<file path="config.mk">
export PLATFORM = sky130hd
export DESIGN_NAME = cla_serial_addsub
export DESIGN_NICKNAME = d
export VERILOG_FILES = /design/src/rtl/cla_serial_addsub.sv
export SDC_FILE = /design/constraint.sdc
export NUM_CORES = 1
export LEC_CHECK = 0
export ABC_AREA = 0
export BUFFER_PORTS_ARGS = -buffer_cell sky130_fd_sc_hd__buf_2
export CORE_AREA = 2 2 119 121
export DETAILED_ROUTE_END_ITERATION = 16
export DIE_AREA = 0 0 121 123
export GPL_ROUTABILITY_DRIVEN = 0
export GPL_TIMING_DRIVEN = 0
export RECOVER_POWER = 25
export SYNTH_ARGS = -nofsm -noshare
export SYNTH_HDL_FRONTEND = slang
export SYNTH_SLANG_ARGS = --single-unit
export TNS_END_PERCENT = 100
</file>
<file path="constraint.sdc">
create_clock -name i_clk -period 8.9 [get_ports i_clk]
set_input_delay 0 -clock i_clk [delete_from_list [all_inputs] [get_ports i_clk]]
set_output_delay 0 -clock i_clk [all_outputs]
set_load 0.02 [all_outputs]
</file>
<file path="src/rtl/cla_serial_addsub.sv">
// Serial add/subtract: one GROUP-bit carry-lookahead slice per clock, LSB first.
// Optional signed-overflow output enabled by defining CLA_SERIAL_OVF_EN.
module cla_serial_addsub #(
  parameter int unsigned WIDTH = 32,
  parameter int unsigned GROUP = 4
) (
  input  logic             i_clk,
  input  logic             i_rst_n,
  input  logic             i_start,
  input  logic             i_sub,
  input  logic [WIDTH-1:0] i_a,
  input  logic [WIDTH-1:0] i_b,
  input  logic             i_cin,
  output logic             o_busy,
  output logic             o_done,
  output logic [WIDTH-1:0] o_sum,
`ifdef CLA_SERIAL_OVF_EN
  output logic             o_cout,
  output logic             o_ovf
`else
  output logic             o_cout
`endif
);

  localparam int unsigned N     = WIDTH / GROUP;
  localparam int unsigned CNT_W = (N > 1) ? $clog2(N) : 1;

  typedef enum logic [1:0] {StIdle, StRun, StDone} state_e;

  state_e             r_state, w_state_next;
  logic [WIDTH-1:0]   r_a, r_b, r_sum;
  logic               r_carry, r_cout;
  logic [CNT_W-1:0]   r_cnt;
  logic               w_accept, w_last, w_term;
  logic [GROUP-1:0]   w_a_sl, w_b_sl, w_g, w_p, w_s;
  logic [GROUP:0]     w_c;

  assign w_accept = i_start && (r_state != StRun);
  assign w_last   = (r_cnt == CNT_W'(N - 1));

  assign w_a_sl = r_a[r_cnt*GROUP +: GROUP];
  assign w_b_sl = r_b[r_cnt*GROUP +: GROUP];
  assign w_g    = w_a_sl & w_b_sl;
  assign w_p    = w_a_sl ^ w_b_sl;
  assign w_s    = w_p ^ w_c[GROUP-1:0];

  // Each carry is a flat sum-of-products of g/p and the slice carry-in (no ripple chain).
  always_comb begin
    w_c    = '0;
    w_term = 1'b0;
    for (int i = 0; i <= int'(GROUP); i++) begin
      w_c[i] = r_carry;
      for (int j = 0; j < i; j++) w_c[i] = w_c[i] & w_p[j];
      for (int j = 0; j < i; j++) begin
        w_term = w_g[j];
        for (int k = j + 1; k < i; k++) w_term = w_term & w_p[k];
        w_c[i] = w_c[i] | w_term;
      end
    end
  end

  always_comb begin
    w_state_next = r_state;
    case (r_state)
      StIdle:  if (i_start) w_state_next = StRun;
      StRun:   if (w_last) w_state_next = StDone;
      StDone:  w_state_next = i_start ? StRun : StIdle;
      default: w_state_next = StIdle;
    endcase
  end

  always_ff @(posedge i_clk) begin
    if (!i_rst_n) r_state <= StIdle;
    else          r_state <= w_state_next;
  end

`ifdef CLA_SERIAL_OVF_EN
  logic r_ovf;
`endif

  always_ff @(posedge i_clk) begin
    if (!i_rst_n) begin
      r_a     <= '0;
      r_b     <= '0;
      r_sum   <= '0;
      r_carry <= 1'b0;
      r_cout  <= 1'b0;
      r_cnt   <= '0;
`ifdef CLA_SERIAL_OVF_EN
      r_ovf   <= 1'b0;
`endif
    end else if (w_accept) begin
      // Subtraction is a + ~b + 1, so invert b once here and force the carry-in.
      r_a     <= i_a;
      r_b     <= i_sub ? ~i_b : i_b;
      r_carry <= i_sub | i_cin;
      r_cnt   <= '0;
      r_sum   <= '0;
      r_cout  <= 1'b0;
`ifdef CLA_SERIAL_OVF_EN
      r_ovf   <= 1'b0;
`endif
    end else if (r_state == StRun) begin
      r_sum[r_cnt*GROUP +: GROUP] <= w_s;
      r_carry <= w_c[GROUP];
      r_cnt   <= r_cnt + CNT_W'(1);
      if (w_last) begin
        r_cout <= w_c[GROUP];
`ifdef CLA_SERIAL_OVF_EN
        r_ovf  <= w_c[GROUP-1] ^ w_c[GROUP];
`endif
      end
    end
  end

  assign o_busy = (r_state == StRun);
  assign o_done = (r_state == StDone);
  assign o_sum  = r_sum;
  assign o_cout = r_cout;
`ifdef CLA_SERIAL_OVF_EN
  assign o_ovf  = r_ovf;
`endif

endmodule
</file>
Word-level counts from Yosys, hierarchy flattened

Cells that the tools add are included.
Widths: inputs -> output; s select.

Bits in registers: 103
Bits in latches: 0
Memory bits (writable): 0
ROM bits: 0
Logic and storage cells: 59
Memories: 0

Add/subtract/negate cells: 2
$mul: 0
Div/mod/pow operators: 0
Magnitude comparators: 0
Eq/ne operators: 6
Shift-type cells: 4
Muxes and demuxes: 8
Bitwise logic cells: 26
Reductions and logical operators: 6

Operator list:

| cell                    | count |
|---|---|
| $shiftx 32x6->4         | 2 |
| $neg 5->34              | 1 |
| $shift 4x34->32 const A | 1 |
| $shiftx 4x34->32        | 1 |
| $bwmux 32               | 1 |
| $mux 32                 | 1 |
| $not 32->32             | 1 |
| $or 1x1->1              | 11 |
| $and 1x1->1             | 10 |
| $xor 4x4->4             | 2 |
| $pmux 2 s3              | 1 |
| $and 4x4->4             | 1 |
| $mux 2                  | 2 |
| $ne 2x1->1 const B      | 2 |
| $reduce_and 2->1        | 2 |
| $add 3x1->3 const B     | 1 |
| $eq 3x3->1 const B      | 1 |
| $mux 1                  | 3 |
| $eq 2x1->1 const B      | 1 |
| $eq 2x2->1 const B      | 1 |
| $logic_not 2->1         | 1 |
| $ne 2x2->1 const B      | 1 |
| $reduce_bool 2->1       | 1 |
| $reduce_or 2->1         | 1 |
| 2 further kinds         | 2 |

Depth between registers and ports, before layout

Gate-level depths: netlist of the first run.

Word-level depth: 12
Depth in mapped cells: 11
Mapped depth without buffers: 9

Worst setup path before layout of the first run

No wires, ideal clock.

Path kind: register to register
From: register r_cnt[1]
To: register r_sum[19] (netlist: o_sum[19])
Library setup time: 0.130 ns
Data arrival time: 2.666 ns
Path slack: 6.104 ns
Cell stages (with the launch flop): 12
Path through: dfxtp_1 > buf_2 > buf_2 > mux4_2 > nand2_1 > nand2_1 > ha_1 > ha_1 > o211a_1 > or3_1 > nand3_2 > o21ai_0

Word-level cells in the longest chain between the ends: 11
Elaborated cells between the ends (all ways): 21
Classes of those cells: add/sub (1); shift (4); mux (1); bitwise (15)

Ends and longest elaborated chain:

| item                               | line   | RTL |
|---|---|---|
| from (decl)                        | 33     | `logic [CNT_W-1:0] r_cnt;` |
| from (signal assigned)             | 106    | `r_cnt <= r_cnt + CNT_W'(1);` |
| $shiftx 32x6->4 (on tied branches) | 41, 42 |  |
| $xor 4x4->4                        | 44     | `assign w_p = w_a_sl ^ w_b_sl;` |
| $and 1x1->1 (3 in a row)           | 53     | `for (int j = 0; j < i; j++) w_c[i] = w_c[i] & w_p[j];` |
| $or 1x1->1 (3 in a row)            | 57     | `w_c[i] = w_c[i] \| w_term;` |
| $xor 4x4->4                        | 45     | `assign w_s = w_p ^ w_c[GROUP-1:0];` |
| $shiftx 4x34->32                   | 104    | `r_sum[r_cnt*GROUP +: GROUP] <= w_s;` |
| $bwmux 32 *                        | 104    |  |
| to (signal, indexed assignment)    | 104    |  |
| to (decl)                          | 31     | `logic [WIDTH-1:0] r_a, r_b, r_sum;` |

Mark *: on every way between the ends. The rest lies on a longest branch, timed or not.
A chain may end at the register's enable or synchronous reset.

Final worst setup path of the first run

From: register r_cnt[1]
To: register r_sum[6] (netlist: o_sum[6])

Same word-level chain as after synthesis.

==> flow_metrics.env, run 1 <==
export IMPL_grt_usage_pct=17.90
export IMPL_fin_nets=797
export IMPL_clockBufferDepth=2
export IMPL_via_per_inst=4.814
export IMPL_worstPathArrival_ns=3.77
export IMPL_cp_required_ns=9.18
export IMPL_ant_nets=0
export IMPL_hold_violations=0
export IMPL_route_vias_total=4333
export IMPL_syn_area_per_cell_sq_um=9.117
export IMPL_synthesis_nets=619
export IMPL_crit_path_start="r_cnt[1]$_SDFFE_PP0P_"
export IMPL_reg2reg_slack_ns=5.41
export IMPL_start_util_pct=35.97
export IMPL_clock_latency_ns=0.35
export IMPL_clock_sinks=103
export IMPL_dieHeight_um=123
export IMPL_setup_tns_ns=0
export IMPL_cts_buffers=9
export IMPL_synth_ff_type="dfxtp_1"
export IMPL_synth_edff_count=0
export IMPL_yosysTopAreaCell="dfxtp_1"
export IMPL_slew_violations=0
export IMPL_netlist_area_leader_share_pct=42.12
export IMPL_hpwl_um=9447
export IMPL_rsz0062_at_grt="no"
export IMPL_fillerInstances=1314
export IMPL_fmax_mhz=286.3
export IMPL_antenna_found_initial=0
export IMPL_cts_tree="yes"
export IMPL_ios=104
export IMPL_startpoint_type="flop"
export IMPL_yosysUniqueCellTypes=48
export IMPL_htree_levels=3
export IMPL_finalPower_uw=1089
export IMPL_ys_seq_elements=103
export IMPL_status="finished clean"
export IMPL_drt_pass1_iterations=4
export IMPL_post_route_period_util_pct=39.24
export IMPL_r2r_end="o_sum[6]$_SDFFE_PP0P_"
export IMPL_r2r_cells=11
export IMPL_die_x_um=121
export IMPL_grt_max_degree=19
export IMPL_root_buffer="clkbuf_16"
export IMPL_synthArstFlopShare_pct=0
export IMPL_overflow=0
export IMPL_yosys_top_cells_area="dfxtp_1 42%, nand2_1 9.1%, mux4_2 7.4%"
export IMPL_worstHoldPathType="in -> reg"
export IMPL_drc=0
export IMPL_worstSetupEndpointType="flop"
export IMPL_synth_cells=537
export IMPL_syn_to_final_growth_pct=33.68
export IMPL_grt_pass1_vias=4354
export IMPL_diodes=0
export IMPL_reg2reg_from="r_cnt[1]$_SDFFE_PP0P_"
export IMPL_finClkSkew_ns=0.007285
export IMPL_core_sq_um=13610
export IMPL_leakagePower_uw=0.002524
export IMPL_dieArea_sq_um=14880
export IMPL_io_buffers=102
export IMPL_grt_pass1_wl_um=20930
export IMPL_max_cap_violations=0
export IMPL_clk_pin_slew_ns=0.07
export IMPL_critPathCapture="o_sum[6]$_SDFFE_PP0P_"
export IMPL_rows=43
export IMPL_powerDensity_nw_per_um2=166.3
export IMPL_fin_crit_ns=3.493
export IMPL_drive_gt1_share_pct=20.56
export IMPL_worstPathMaxFanout=10
export IMPL_wl_um=12920
export IMPL_finalSetupViolations=0
export IMPL_syn_cell_area_sq_um=4896
export IMPL_yosysWarnings=0
export IMPL_tightest_slew_ns=0.7591
export IMPL_drt_initial_drc_count=204
export IMPL_synth_yosys_seq_area_share_pct=42.12
export IMPL_avgRoutedWirePerCell_um=14.35
export IMPL_max_slew_margin_pct=49.30
export IMPL_max_vdd_ir_drop_mv=0.09109
export IMPL_criticalPathCategory="reg -> reg"
export IMPL_cts_setup_buffers=0
## where the power goes
part           leakage (uW)  internal [uW]  switching, uW  total [uW]
logic               0.00154           88.2           96.7         185
clock network      0.000143            222            183         405
registers          0.000843            485           14.1         499
## cell families after synthesis
group / synth area share [%]
buf+inv: 4.549
simple gates: 21.65
xor+xnor: 5.903
fa+ha+maj: 3.476
mux: 8.996
flops: 42.12
compound gates: 13.31
## stage by stage
| step | std cells | area (sq um) | util (%) | hold WS (ns) | setup WS (ns) |
|---|---|---|---|---|---|
| final | 900 | 6545 | 48.08 | 0.1011 | 5.407 |
| after floorplan | 537 | 4896 | - | 0.1217 | 6.104 |
| after global routing | 900 | 6545 | 48.08 | 0.1409 | 5.189 |
| after CTS | 900 | 6588 | 48.40 | 0.1066 | 5.381 |
| after global placement | 819 | 5632 | 41.37 | 0.2488 | 5.483 |
| after detailed placement | 819 | 5632 | 41.37 | 0.2477 | 5.409 |
## sequential cells by signal, indices dropped and copies added (netlist names)
name / count
r_carry: 1
r_state: 2
r_cnt: 3
o_cout: 1
o_sum: 32
r_a: 32
r_b: 32
## layout make-up
type                       count  area (sq um)  area share (%)
multi-input combinational    395          2611           39.90
sequential                   103          2062           31.50
timing repair buffer         167          1119           17.09
clock buffer                   9         225.2           3.441
tap                          180         225.2           3.441
buffer                        32         193.9           2.963
clock inverter                 7         80.08           1.223
inverter                       7         28.78          0.4397
## Yosys cell counts (3+ instances only)
cell        n
nor3_2      3
nand2_1   119
inv_1       4
a211oi_1   33
xnor2_1    33
ha_1       12
and2_1      7
buf_4       5
o31ai_1     3
nand3_1    19
dfxtp_1   103
mux4_2     16
nor2b_1     3
a21oi_1    53
o21ai_0     5
nor3b_2     3
buf_2      14
or3_1       3
buf_6       5
clkbuf_1    8
mux2i_1     8
nor2_1     46
## worst max-delay path: stages, from the launching register on
cell	delay, ns
dfxtp_1	0.47
buf_2	0.37
buf_2	0.34
mux4_2	0.35
nand2_1	0.09
nand2_1	0.10
ha_1	0.31
ha_1	0.19
o211a_1	0.26
a211oi_2	0.61
nand3_1	0.15
a21oi_1	0.18
## metal layers
layer  share of wire, %  up-vias  routed length (um)  GRT usage [%]
li1                   -     2213                   -              -
met1                 46     2006                5940          22.20
met2                 48       97                6260          31.57
met3                3.9       17                 508          3.183
met4                1.6        0                 207          5.741
met5                  0        -                   0              0
## how the worst min path moves through the flow
stage / start / end / slack (ns) / depth (start not counted)
after floorplan: i_rst_n / r_state[0]$_SDFFE_PN0P_ / 0.12 / 1
after global placement: i_a[9] / r_a[9]$_SDFFE_PN0P_ / 0.25 / 3
after detailed placement: i_a[24] / r_a[24]$_SDFFE_PN0P_ / 0.25 / 3
after CTS: i_start / o_sum[23]$_SDFFE_PP0P_ / 0.11 / 4
after global routing: i_start / o_sum[27]$_SDFFE_PP0P_ / 0.14 / 4
final: i_cin / r_carry$_SDFFE_PN0P_ / 0.10 / 5
## cell usage in the layout, fill, tap and decap left out, types with 3 or more instances in the layout
master | netlist | routed
nand2_1 | 119 | 119
dfxtp_1 | 103 | 103
buf_2 | 14 | 82
dlygate4sd3_1 | 0 | 65
a21oi_1 | 53 | 53
nor2_1 | 46 | 46
clkbuf_1 | 8 | 42
xnor2_1 | 33 | 33
a211oi_1 | 33 | 33
nand3_1 | 19 | 19
mux4_2 | 16 | 16
ha_1 | 12 | 12
clkbuf_16 | 0 | 9
mux2i_1 | 8 | 8
and2_1 | 7 | 7
buf_6 | 5 | 5
buf_4 | 5 | 5
o21ai_0 | 5 | 5
inv_1 | 4 | 4
nor2b_1 | 3 | 3
nor3b_2 | 3 | 3
or3_1 | 3 | 3
o31ai_1 | 3 | 3
nor3_2 | 3 | 3
inv_6 | 0 | 3
## repair_timing
| action | 4_1_cts | 5_1_grt |
|---|---|---|
| gates resized for setup | 0 | 0 |
| endpoints found under the hold margin | 67 | 0 |
| hold buffers | 65 | 0 |
(Power assumes the default switching activity.)
==> inputs of run 2 (changes only) <==
==> constraint.sdc (replaced) <==
create_clock -name i_clk -period 3.2 [get_ports i_clk]
set_input_delay 0 -clock i_clk [delete_from_list [all_inputs] [get_ports i_clk]]
set_output_delay 0 -clock i_clk [all_outputs]
set_load 0.02 [all_outputs]
==> flow_metrics.env, run 2 (synthesized netlist as in run 1, its figures left out) <==
export IMPL_clk_pin_slew_ns=0.07
export IMPL_max_cap_violations=0
export IMPL_ant_nets=0
export IMPL_syn_to_final_growth_pct=34.60
export IMPL_drt_pass1_iterations=4
export IMPL_ios=104
export IMPL_grt_pass1_wl_um=20990
export IMPL_criticalPathCategory="reg -> reg"
export IMPL_antenna_found_initial=0
export IMPL_hold_violations=0
export IMPL_setup_tns_ns=0
export IMPL_leakagePower_uw=0.002543
export IMPL_core_sq_um=13610
export IMPL_finalSetupViolations=0
export IMPL_fmax_mhz=335.0
export IMPL_clock_latency_ns=0.35
export IMPL_grt_usage_pct=17.95
export IMPL_diodes=0
export IMPL_grt_pass1_vias=4352
export IMPL_max_slew_margin_pct=60.14
export IMPL_finClkSkew_ns=0.007450
export IMPL_drc=0
export IMPL_dieHeight_um=123
export IMPL_startpoint_type="flop"
export IMPL_htree_levels=3
export IMPL_rsz0062_at_grt="no"
export IMPL_cp_required_ns=3.42
export IMPL_cts_tree="yes"
export IMPL_io_buffers=102
export IMPL_die_x_um=121
export IMPL_powerDensity_nw_per_um2=461.3
export IMPL_crit_cells=10
export IMPL_max_vdd_ir_drop_mv=0.2518
export IMPL_status="finished clean"
export IMPL_cp_num_buf_inv=1
export IMPL_place_area_sq_um=5632
export IMPL_stdcell_area_sq_um=6590
export IMPL_layout_common_cells="119 x nand2_1, 101 x dfxtp_1, 81 x buf_2"
export IMPL_drive_gt1_share_pct=21.36
export IMPL_cp_top_family="simple AND/OR/NAND/NOR gates"
export IMPL_worstPathMaxFanout=10
export IMPL_start_util_pct=35.97
export IMPL_avgRoutedWirePerCell_um=14.37
export IMPL_tightest_slew_ns=0.5979
export IMPL_fin_crit_ns=2.985
export IMPL_slew_violations=0
export IMPL_hold_worst_slack_ns=0.1034
export IMPL_setup_ws_ns=0.2147
export IMPL_worstHoldPathType="in -> reg"
export IMPL_post_route_period_util_pct=93.29
export IMPL_hpwl_um=9447
export IMPL_final_common_cell="nand2_1"
export IMPL_rows=43
export IMPL_slowest_stage="mux4_2"
export IMPL_dieArea_sq_um=14880
export IMPL_worstSetupEndpointType="flop"
export IMPL_slowest_delay_ns=0.51
export IMPL_wl_um=12940
export IMPL_overflow=0
export IMPL_cts_buffers=9
export IMPL_crit_chain="buf_6, mux4_2, nand2_1, nand2_1, ha_1, ha_1, o211a_1, or3_1, nand3_2, o21ai_0"
export IMPL_clock_sinks=103
export IMPL_root_buffer="clkbuf_16"
export IMPL_clockBufferDepth=2
export IMPL_grt_max_degree=19
export IMPL_finalPower_uw=3040
export IMPL_drt_initial_drc_count=216
export IMPL_worstPathArrival_ns=3.20
export IMPL_fin_nets=798
export IMPL_pre_cts_slack_ns=-0.2915
export IMPL_r2r_cells=10
export IMPL_route_vias_total=4285
export IMPL_via_per_inst=4.756
export IMPL_hold_depth=5
## run 2: power by group
part / internal [uW] / total [uW] / leakage, uW / switching (uW)
Clock: 616 / 1120 / 0.000143 / 506
Sequential: 1350 / 1390 / 0.000844 / 38.9
Combinational: 259 / 531 / 0.00156 / 271
## run 2: stage by stage
stage               util (%)  std cells
floorplan                  -        537
global placement       41.37        819
detailed placement     41.37        819
CTS                    48.49        900
global route           48.41        901
finish                 48.41        901
## run 2: tightest hold or removal path, stage by stage
cell     delay (ns)
buf_2          0.07
nor2_1         0.03
a21oi_1        0.12
o21ai_0        0.08
a21oi_1        0.10
## run 2: path summary, 6_finish.rpt
check / start / end / slack [ns]
worst max-delay path: r_cnt[0]$_SDFFE_PP0P_ / o_sum[19]$_SDFFE_PP0P_ / 0.21
worst min-delay path: i_cin / r_carry$_SDFFE_PN0P_ / 0.10
worst max register to register: r_cnt[0]$_SDFFE_PP0P_ / o_sum[19]$_SDFFE_PP0P_ / 0.21
worst min register to register: r_a[11]$_SDFFE_PN0P_ / r_a[11]$_SDFFE_PN0P_ / 0.45
## run 2: layout make-up
cell class	instances	area, sq um
sequential	103	2064
multi-input combinational	395	2619
clock inverter	7	80.08
buffer	32	203.9
timing repair buffer	168	1140
clock buffer	9	225.2
tap	180	225.2
inverter	7	32.53
fill	1311	7022
## run 2: per-layer routing
layer / vias up / routed length [um] / track usage [%]
li1: 2206 / - / -
met1: 1990 / 5858 / 22.29
met2: 87 / 6511 / 31.88
met3: 2 / 537 / 3.090
met4: 0 / 36 / 5.378
met5: - / 0 / 0
## run 2: timing repair
action,in CTS,in global routing
setup endpoints to repair,16,18
setup buffers,0,1
gates resized for setup,3,6
pin swaps,0,1
hold endpoints to repair,67,0
hold buffers,65,0
